===== src/rtl/hls_long_tail_pkg.sv =====
// Shared types for the long-tail memory arbiter.
// Response-routing record, counter width, one-hot decode helper.
package hls_long_tail_pkg;

  localparam int CNT_W = 16;
  localparam int IDX_W = 3;

  typedef struct packed {
    logic             v;
    logic [IDX_W-1:0] idx;
  } rsp_route_t;

  function automatic logic [IDX_W-1:0] oh2idx(
    input logic [7:0] oh
  );
    oh2idx = '0;
    for (int i = 0; i < 8; i++)
      if (oh[i]) oh2idx = IDX_W'(i);
  endfunction

endpackage


===== src/rtl/hls_long_tail_rr_pick.sv =====
// Round-robin picker: first set bit of mask at or after ptr.
// Ports: mask (requests), ptr (scan start), win (one-hot winner).
module hls_long_tail_rr_pick #(
  parameter int N  = 4,
  parameter int PW = $clog2(N)
) (
  input  logic [N-1:0]  mask,
  input  logic [PW-1:0] ptr,
  output logic [N-1:0]  win
);

  always_comb begin
    logic found;
    int   idx;
    win   = '0;
    found = 1'b0;
    idx   = 0;
    for (int k = 0; k < N; k++) begin
      idx = (int'(ptr) + k) % N;
      if (!found && mask[PW'(idx)]) begin
        win[PW'(idx)] = 1'b1;
        found         = 1'b1;
      end
    end
  end

endmodule


===== src/rtl/hls_long_tail_mem_arb.sv =====
// Two-port round-robin arbiter in front of a dual-port byte-write RAM.
// Ports: req_* per requester, rsp_* per requester, ce/we/address/d/q
// per RAM port, conflict_cnt counts deferred same-address grants.
module hls_long_tail_mem_arb
  import hls_long_tail_pkg::*;
#(
  parameter int NREQ  = 4,
  parameter int DEPTH = 16,
  parameter int DBITS = 32,
  parameter int BANK  = 4,
  parameter int ABITS = $clog2(DEPTH)
) (
  input  logic                  clk,
  input  logic                  rstn,
  input  logic [NREQ-1:0]       req_valid,
  output logic [NREQ-1:0]       req_ready,
  input  logic [NREQ*BANK-1:0]  req_we,
  input  logic [NREQ*ABITS-1:0] req_addr,
  input  logic [NREQ*DBITS-1:0] req_wdata,
  output logic [NREQ-1:0]       rsp_valid,
  output logic [NREQ*DBITS-1:0] rsp_rdata,
  output logic                  ce0,
  output logic [BANK-1:0]       we0,
  output logic [ABITS-1:0]      address0,
  output logic [DBITS-1:0]      d0,
  input  logic [DBITS-1:0]      q0,
  output logic                  ce1,
  output logic [BANK-1:0]       we1,
  output logic [ABITS-1:0]      address1,
  output logic [DBITS-1:0]      d1,
  input  logic [DBITS-1:0]      q1,
  output logic [CNT_W-1:0]      conflict_cnt
);

  localparam int PW = $clog2(NREQ);

  logic [PW-1:0]         rr_ptr;
  logic [NREQ-1:0]       win0, win1, mask1;
  logic [IDX_W-1:0]      i0, i1;
  logic [ABITS-1:0]      a0, a1;
  logic [BANK-1:0]       w0e, w1e;
  logic [DBITS-1:0]      dd0, dd1;
  logic                  conflict, gnt0, gnt1;
  rsp_route_t            rt0, rt1;
  logic [NREQ*DBITS-1:0] hold;

  assign mask1 = req_valid & ~win0;

  hls_long_tail_rr_pick #(.N(NREQ), .PW(PW)) u_pick0 (
    .mask (req_valid),
    .ptr  (rr_ptr),
    .win  (win0)
  );

  hls_long_tail_rr_pick #(.N(NREQ), .PW(PW)) u_pick1 (
    .mask (mask1),
    .ptr  (rr_ptr),
    .win  (win1)
  );

  assign i0 = oh2idx(8'(win0));
  assign i1 = oh2idx(8'(win1));

  always_comb begin
    a0  = '0;
    a1  = '0;
    w0e = '0;
    w1e = '0;
    dd0 = '0;
    dd1 = '0;
    for (int i = 0; i < NREQ; i++) begin
      if (win0[i]) begin
        a0  = req_addr[i*ABITS +: ABITS];
        w0e = req_we[i*BANK +: BANK];
        dd0 = req_wdata[i*DBITS +: DBITS];
      end
      if (win1[i]) begin
        a1  = req_addr[i*ABITS +: ABITS];
        w1e = req_we[i*BANK +: BANK];
        dd1 = req_wdata[i*DBITS +: DBITS];
      end
    end
  end

  // Same word touched twice with a write involved: defer port 1.
  assign conflict = rstn && (|win0) && (|win1)
                 && (a0 == a1) && ((|w0e) || (|w1e));
  assign gnt0 = rstn && (|win0);
  assign gnt1 = rstn && (|win1) && !conflict;

  assign req_ready = !rstn    ? '0 :
                     conflict ? win0 : (win0 | win1);

  assign ce0      = gnt0;
  assign we0      = gnt0 ? w0e : '0;
  assign address0 = a0;
  assign d0       = dd0;
  assign ce1      = gnt1;
  assign we1      = gnt1 ? w1e : '0;
  assign address1 = a1;
  assign d1       = dd1;

  // Non-responders present their last delivered word.
  always_comb begin
    rsp_valid = '0;
    rsp_rdata = hold;
    for (int i = 0; i < NREQ; i++) begin
      if (rt0.v && rt0.idx == IDX_W'(i)) begin
        rsp_valid[i]                 = 1'b1;
        rsp_rdata[i*DBITS +: DBITS] = q0;
      end
      if (rt1.v && rt1.idx == IDX_W'(i)) begin
        rsp_valid[i]                 = 1'b1;
        rsp_rdata[i*DBITS +: DBITS] = q1;
      end
    end
  end

  always_ff @(posedge clk or negedge rstn) begin
    if (!rstn) begin
      rr_ptr       <= '0;
      rt0          <= '0;
      rt1          <= '0;
      conflict_cnt <= '0;
      hold         <= '0;
    end else begin
      rt0  <= '{v: gnt0, idx: i0};
      rt1  <= '{v: gnt1, idx: i1};
      hold <= rsp_rdata;
      // Deferred requester heads the scan next cycle.
      if (conflict)
        rr_ptr <= PW'(i1);
      else if (gnt1)
        rr_ptr <= PW'((int'(i1) + 1) % NREQ);
      else if (gnt0)
        rr_ptr <= PW'((int'(i0) + 1) % NREQ);
      if (conflict && conflict_cnt != '1)
        conflict_cnt <= conflict_cnt + 1'b1;
    end
  end

endmodule


===== config.mk =====
export PLATFORM = sky130hd
export DESIGN_NAME = hls_long_tail_mem_arb
export DESIGN_NICKNAME = d
export VERILOG_FILES = /design/src/rtl/hls_long_tail_pkg.sv /design/src/rtl/hls_long_tail_rr_pick.sv /design/src/rtl/hls_long_tail_mem_arb.sv
export SDC_FILE = /design/constraint.sdc
export NUM_CORES = 1
export LEC_CHECK = 0
export ABC_AREA = 1
export CAP_MARGIN = 5
export CORE_AREA = 4 4 180 182
export DETAILED_ROUTE_END_ITERATION = 16
export DIE_AREA = 0 0 184 186
export PLACE_DENSITY = 0.64
export SYNTH_ARGS = -nofsm -noshare
export SYNTH_HDL_FRONTEND = slang
export SYNTH_SLANG_ARGS = --single-unit

===== constraint.sdc =====
create_clock -name clk -period 11.6 [get_ports clk]
set_input_delay 1.16 -clock clk [delete_from_list [all_inputs] [get_ports clk]]
set_output_delay 1.16 -clock clk [all_outputs]
set_load 0.02 [all_outputs]

* Word level (Yosys, flattened, before mapping)
Index checks and enable logic that the tools add are counted.
Cells by class: equality and inequality tests 8, muxes and demuxes 99, bitwise operators 9, order comparisons 8, add/sub/neg operators 6, reduce and logical (&&, ||, !) cells 40
Operator list (number):
- 32-bit two-way mux | 16
- 4-bit two-way mux | 28
- 1-bit two-way mux | 36
- 4-bit bitwise OR | 7
- 1-bit logical AND | 25
- 16-bit by 1-bit adder with 16-bit output, second input constant | 1
- 1-bit binary-select mux with 2-bit select | 8
- 2-bit by 4-bit less-than comparator with 1-bit output, second input constant | 4
- 16-bit inequality test, second input constant | 1
- 4-bit OR reduction | 4
- 3-bit by 2-bit equality test with 1-bit output, second input constant | 4
- 2-bit two-way mux | 5
- 1-bit demux with 2-bit select | 4
- 2-bit by 1-bit greater-or-equal comparator with 1-bit output, second input constant | 4
- 1-bit logical NOT | 7
- 2-bit by 1-bit adder with 2-bit output, second input constant | 3
- 3-bit by 1-bit equality test with 1-bit output, second input constant | 2
- 3-bit logical NOT | 2
- 3-bit two-way mux | 2
- 2-bit adder, second input constant | 2
- 4-bit AND | 1
- 4-bit equality test | 1
- 4-bit NOT | 1
- 3-bit nonzero test | 1
- 1-bit logical OR | 1
Word-level totals: register bits 154, bits of input ports 230, output and inout bits 234, logic and storage cells 177

* Depth between registers and ports, before layout
Gate-level depths: netlist of run 1.
word-level depth 39, mapped depth 34, depth with buffers taken out 32

* Cells and area by module
From an unflattened synthesis of run 1, not the netlist that was laid out.
Unflattened totals: cells, all modules 1625, area, all modules 10836.6 um^2
By module, submodules not included:
- hls_long_tail_mem_arb | cells an instance 1446, area an instance 9836.9 um^2, instances 1, seq. area each 3803.6 um^2
- hls_long_tail_rr_pick (u_pick1) | cells an instance 89, area an instance 504.2 um^2, instances 1, seq. area each 0.0 um^2
- hls_long_tail_rr_pick (u_pick0) | cells an instance 90, area an instance 495.5 um^2, instances 1, seq. area each 0.0 um^2

* Worst setup path after synthesis of run 1
Ideal clock, no wire load.
path type reg-to-output, from register rr_ptr[0], to output req_ready[0], path buffers 5, data arrival time 3.898 ns, setup slack 6.542 ns, cell stages (with the launch flop) 22, required time 10.440 ns, cell sequence dfrtp_1 > buf_4 > inv_2 > buf_6 > ha_1 > clkbuf_1 > nand3_1 > nand2_1 > nand2_2 > nor2_4 > nand2_1 > and2_1 > clkbuf_1 > a31oi_1 > inv_1 > a31oi_4 > nand3_1 > nor2_1 > nand2_2 > buf_2 > nand2_1 > o22ai_1
On the way: elaborated cells between the ends (all ways) 110, those cells by class add/sub: 3; order compare: 8; eq/ne: 1; mux: 64; bitwise: 9; reduce/logical: 25
RTL lines:
- from (decl) | RTL line hls_long_tail_mem_arb.sv:37 | logic [PW-1:0] rr_ptr;
- from (signal assigned) | RTL line hls_long_tail_mem_arb.sv:132 | rr_ptr <= PW'(i1);
- from (signal assigned) | RTL line hls_long_tail_mem_arb.sv:134 | rr_ptr <= PW'((int'(i1) + 1) % NREQ);
- from (signal assigned) | RTL line hls_long_tail_mem_arb.sv:136 | rr_ptr <= PW'((int'(i0) + 1) % NREQ);
- parallel branches: the longest is 12 deep, another holds 2-bit by 4-bit less-than comparator with 1-bit output
- 4-bit two-way mux * | RTL line hls_long_tail_rr_pick.sv:20 | if (!found && mask[PW'(idx)]) begin
- 4-bit OR reduction *
- 1-bit logical AND *
- named net ce0 | RTL line hls_long_tail_mem_arb.sv:22 | output logic ce0,
- 1-bit logical AND * | RTL line hls_long_tail_mem_arb.sv:86 | assign conflict = rstn && (|win0) && (|win1)
- 1-bit logical AND * (2 in a row) | RTL line hls_long_tail_mem_arb.sv:87 | && (a0 == a1) && ((|w0e) || (|w1e));
- 4-bit two-way mux * | RTL line hls_long_tail_mem_arb.sv:92 | conflict ? win0 : (win0 | win1);
- 4-bit two-way mux * | RTL line hls_long_tail_mem_arb.sv:91 | assign req_ready = !rstn ? '0 :
- to (decl) | RTL line hls_long_tail_mem_arb.sv:16 | output logic [NREQ-1:0] req_ready,
Mark *: on every way through the listed nets, which the timed path passes. The select of a mux whose other input is x is not followed.

* Worst setup path in the final report of run 1
from register rr_ptr[0], to output req_ready[1]
On the way: word-level cells in the longest chain between the ends 37, elaborated cells between the ends (all ways) 110, those cells by class add/sub: 3; order compare: 8; eq/ne: 1; mux: 64; bitwise: 9; reduce/logical: 25
RTL lines (RTL line):
- parallel branches: the longest is 35 deep, another holds 2-bit by 4-bit less-than comparator with 1-bit output
- 4-bit two-way mux * | hls_long_tail_mem_arb.sv:92
- 4-bit two-way mux * | hls_long_tail_mem_arb.sv:91
Mark *: on every way between the ends. The select of a mux whose other input is x is not followed.

==> results.cfg, run 1 <==
[status]
status = finished, final reports clean

[clock_network]
cts_buffers = 17
clkTransAtPathRegs_ns = 0.07
cts_setup_buffers = 0
cts_tree = built
cts.sinks = 152
post_cts_resized = 0
clock_path_buffers = 2
ctsRootBufferMaster = clkbuf_16
htreeDepth = 4
clkLatencyLatePin_ns = 0.43
hold_buffers = 0

[die]
initial_core_util_pct = 34.88
die_w_microns = 184
row_count = 64
pin_count = 464
core_sq_um = 30590
dieHeight_microns = 186
die_area_sq_um = 34220

[worst_setup_path]
r2r_start = rr_ptr[0]
rr_endpoint = rr_ptr[1]
path_class = reg2out
reg2reg_setup_slack_ns = 5.38
reg2regPathDepth = 32
crit_path_end_kind = output port
crit_path_end = req_ready[1]
slowest_stage = a21oi_4
max_stage_delay_ns = 0.75
startpoint = rr_ptr[0]
worstPathMaxFanout = 42
cpMostUsedCell = nand2_1
crit_path_start_kind = flop
critPathRequiredTime_ns = 10.44
crit_arrival_ns = 7.03

[synth]
yosysWarnings = 0
synth_mux_area_share_pct = 0
synthFlopType = dfrtp_1
syn_inst = 1598
syn_area_sq_um = 10670
synth-compound-area-share_pct = 27.01
synth_xor_area_share_pct = 1.231
syn-num-nets = 1837
avgSynthCellArea_sq_um = 6.676
ys_async_sr_fraction_pct = 100.0
synth_edf_count = 0
synth-simple-area-share_pct = 24.04
seq_area_frac_synth_pct = 35.65
ys_types = 40
synth_fa_ha_area_share_pct = 1.055
synth_top_family_by_area = compound AO/OA/AOI/OAI gates
ys_ff_latch = 152

[sta]
setup_viol = 0
rsz0062_at_grt = no
worst_pin_slew_ns = 1.042
slew_headroom_pct = 30.49
worst_clock_skew_ns = 0.01355
fin_crit_ns = 8.186
max_freq_mhz = 122.2
setup_tns_ns = 0
hold_violations = 0
min_period_over_period_pct = 70.57
slew_violations = 0

[route]
drt-wirelength-per-cell_microns = 20.67
drt_pre_antenna_iters = 5
wirelength_microns = 49720
detail-route-antenna-nets = 0
vias_per_cell = 5.258
drc = 0
num_vias = 12650
drt_iter0_drc = 908

[layout]
layout.nets = 2230
design_area_sq_um = 16100
drive_above_1_share_pct = 4.595
final_common_cell = clkdlybuf4s50_1
final_cell_mix = clkdlybuf4s50_1, nand2_1, o21ai_0
synthToLayoutAreaGrowth_pct = 50.87

[grt]
use_met2_pct = 48.40
grt_use_total_pct = 27.98
grt.busiest_layer = met2
grt_pass1_wl_microns = 74400
grt_max_degree = 66
first_global_vias = 12450
use_met3_pct = 7.407
antenna_found_initial = 10
met1_usage_pct = 32.74
grt.overflow.total = 0

[min_path]
hold_depth = 1
hp-class = reg2reg

[power_and_ir_drop]
ir_drop_v = 0.0002981
p_per_area_nw_per_um2 = 425.4
cellLeakagePower_nw = 7.146

[placement]
dpl.hpwl_microns = 36730
gp_congestion = 0.9683
placed_area_sq_um = 15520
io_buffers = 463

[flow_run]
maxCapViolCount = 0
-- stage by stage --
| stage | total power [mW] | setup WS (ns) | utilization [%] | instances | hold slack [ns] |
|---|---|---|---|---|---|
| global placement | 6.270 | 3.897 | 50.72 | 2368 | 0.4856 |
| finish | 6.848 | 3.414 | 52.62 | 2406 | 0.4965 |
| floorplan | 3.883 | 6.542 | - | 1598 | 0.5993 |
| global route | 7.333 | 2.917 | 52.62 | 2406 | 0.5379 |
| detailed placement | 6.271 | 3.800 | 50.72 | 2368 | 0.4878 |
| CTS | 6.855 | 3.525 | 52.56 | 2398 | 0.5013 |
-- worst max-delay path: cells and delay by family (launching register included) --
kind | cells | cell delay, ns
simple gates | 20 | 2.62
buf+inv | 5 | 1.52
compound gates | 2 | 1.08
flops | 1 | 0.71
fa+ha+maj | 1 | 0.58
-- how the worst min path moves through the flow --
stage | endpoint | from
floorplan | conflict_cnt[14] | conflict_cnt[14]
global placement | conflict_cnt[14] | conflict_cnt[14]
detailed placement | conflict_cnt[4] | conflict_cnt[4]
CTS | conflict_cnt[4] | conflict_cnt[4]
global route | conflict_cnt[14] | conflict_cnt[14]
finish | conflict_cnt[14] | conflict_cnt[14]
-- flip-flops by register name, indices dropped and copies added, names as in the netlist --
signal        flops
rr_ptr            2
rt0               3
rt1               3
hold            128
conflict_cnt     16
-- cell usage after synthesis (3+ instances only) --
master	instances	area [sq um]
a21oi_1	117	585.6
a221oi_1	7	61.31
buf_2	3	15.01
buf_6	5	56.30
clkbuf_1	93	349.1
dfrtp_1	152	3804
ha_1	9	112.6
inv_1	186	698.2
inv_2	10	37.54
nand2_1	351	1318
nand2_2	3	18.77
nand2_4	7	78.83
nand3_1	59	295.3
nand3_2	3	30.03
nand3_4	4	70.07
nand4_1	8	50.05
nor2_1	133	499.2
nor2_4	4	45.04
nor3_1	6	30.03
o211ai_1	66	495.5
o21ai_0	325	1627
o22ai_1	5	31.28
or2_1	5	31.28
xnor2_1	6	52.55
xor2_1	9	78.83
-- cells by family after synthesis --
family                   Yosys count
AND/OR/NAND/NOR                  594
flip-flops                       152
buffers and inverters            300
adder cells (fa/ha/maj)            9
AO/OA/AOI/OAI                    528
XOR/XNOR                          15
-- report_power, final --
part	total [mW]	switching, mW	internal [mW]	leakage, nW
Combinational	5.43	3.32	2.10	5.06
Sequential	0.879	0.0954	0.784	1.82
Clock	0.543	0.228	0.316	0.267
-- layer usage --
layer / wire length [microns] / up-vias / share of wire (%)
li1: - / 6059 / -
met1: 19270 / 5912 / 39
met2: 24290 / 584 / 49
met3: 4297 / 94 / 8.6
met4: 1860 / 2 / 3.7
met5: 8 / - / 0.016
-- layout make-up --
cell class                 instances  area (sq um)
clock buffer                      20         436.7
timing repair buffer             478          4748
tap                              396         495.5
inverter                         196         735.7
multi-input combinational       1146          5733
sequential                       152          3804
clock inverter                    10         123.9
antenna                            8         20.02
fill                            3010         14490
Power figures use the tool's default switching activity.
==> run 2, diff against run 1 <==
Settings changed: CORE_AREA 4 4 180 182 to unset, CORE_ASPECT_RATIO set to 0.6, CORE_MARGIN set to 4, CORE_UTILIZATION set to 39, DIE_AREA 0 0 184 186 to unset, PLACE_DENSITY 0.64 to 0.74.
Clock period 11.6 ns to 7 ns, I/O delays scaled along.
==> run 2 against run 1 <==
  * Cell count fell by 1.3%
  * Utilization rose by 7.9 points
  * Global-route usage rose by 2.3 points
  * Clock skew fell by 0.0050 ns
  * Die area fell by 12%
  * Sequential share of layout area barely moved
  * Final area rose by 0.16%
==> results.cfg, run 2 (same netlist as run 1, synthesis figures left out) <==
[layout]
synthToLayoutAreaGrowth_pct = 51.12
nFillCells = 2439
final_common_cell = clkdlybuf4s50_1
drive_above_1_share_pct = 5.027
layout.nets = 2235
stdcell_count = 2374
design_area_sq_um = 16120
final_cell_mix = clkdlybuf4s50_1, nand2_1, o21ai_0
top_register = hold
largest_reg_flops = 128
reg_top3 = hold: 128 flops, conflict_cnt: 16 flops
seqCellArea_sq_um = 3805
multi_input_area_sq_um = 5733

[route]
wirelength_microns = 47300
drt-wirelength-per-cell_microns = 19.92
detail-route-antenna-nets = 0
drc = 0
drt_iter0_drc = 1351
drt_pre_antenna_iters = 6
num_vias = 12960
vias_per_cell = 5.460

[sta]
min_period_over_period_pct = 93.42
setup_viol = 0
max_freq_mhz = 152.9
setup_tns_ns = 0
worst_pin_slew_ns = 1.078
slew_headroom_pct = 28.04
fin_ws_ns = 0.4607
worst_clock_skew_ns = 0.008514
rsz0062_at_grt = no
hold_violations = 0
slew_violations = 0
fin_crit_ns = 6.539

[placement]
dp_slack_ns = 0.6231
gp_congestion = 0.9578
dpl.hpwl_microns = 35160
io_buffers = 463
dp.cells = 2337
placed_area_sq_um = 15510

[die]
dieHeight_microns = 136.1
die_w_microns = 221.5
core_sq_um = 26650
initial_core_util_pct = 40.04
pin_count = 464
row_count = 46
die_area_sq_um = 30150

[worst_setup_path]
worstPathMaxFanout = 26
slowest_stage = clkdlybuf4s50_1
r2r_start = rr_ptr[0]
crit_arrival_ns = 5.84
critPathRequiredTime_ns = 6.30
cpMostUsedCell = nand2_1
max_stage_delay_ns = 0.63
reg2reg_setup_slack_ns = 1.79
path_class = reg2out
rr_endpoint = rr_ptr[0]
startpoint = rr_ptr[0]
reg2regPathDepth = 29
crit_path_start_kind = flop
crit_path_end_kind = output port

[clock_network]
cts_setup_buffers = 0
clkTransAtPathRegs_ns = 0.06
cts.sinks = 152
ctsRootBufferMaster = clkbuf_16
clock_path_buffers = 2
cts_tree = built
hold_buffers = 0
clkLatencyLatePin_ns = 0.43
htreeDepth = 4
cts_buffers = 17

[grt]
first_global_vias = 12210
grt_use_total_pct = 30.28
antenna_found_initial = 5
grt.overflow.total = 0
grt_max_degree = 76
grt_pass1_wl_microns = 72380

[flow_run]
maxCapViolCount = 0

[min_path]
hp-class = in2async

[status]
status = finished, final reports clean
[run 2: changes by cell type in the layout (fill, tap and decap cells not counted), sizes merged]
cell | before | now
buf | 16 | 21
diode | 8 | 5
bufinv | 2 | 3
clkinv | 5 | 6
clkinvlp | 2 | 1
inv | 197 | 198
[run 2: stage by stage]
step | hold slack, ns | utilization, %
6_report | 0.1924 | 60.50
5_1_grt | 0.2225 | 60.50
4_1_cts | 0.2003 | 60.42
3_5_place_dp | 0.4922 | 58.19
3_3_place_gp | 0.4930 | 58.19
2_1_floorplan | 0.4044 | -
[run 2: worst max path at each step]
stage	slack, ns	depth (start not counted)	to
after floorplan	2.40	21	req_ready[0]
after global placement	0.69	26	we1[0]
after detailed placement	0.62	26	we1[0]
after CTS	0.15	26	we1[0]
after global routing	0.03	27	we1[0]
final	0.46	27	we1[0]
[run 2: what timing repair did]
item | CTS | global route
gates resized for setup | 0 | 5
setup endpoints to repair | 0 | 11
endpoints found under the hold margin | 0 | 0
[run 2: worst max-delay path: cells and delay by family (launching register included)]
family | cells | cell delay (ns)
fa+ha+maj | 1 | 0.50
buf+inv | 4 | 1.28
flops | 1 | 0.55
simple gates | 22 | 3.02
[run 2: final cells by class]
type	count	share of cell area [%]
multi-input combinational	1146	35.56
timing repair buffer	483	29.68
sequential	152	23.60
inverter	196	4.594
tap	360	2.794
clock buffer	20	2.770
clock inverter	12	0.9235
antenna	5	0.07760
[run 2: per-layer routing]
layer / GRT usage (%) / routed length (microns)
met1: 41.70 / 20340
met2: 47.50 / 21340
met3: 7.208 / 4160
met4: 9.811 / 1455
met5: 0 / 0
Power of run 2 is left out: the tool's default activity adds up to more than one toggle a clock period on the data nets, which glitch-free logic cannot reach.
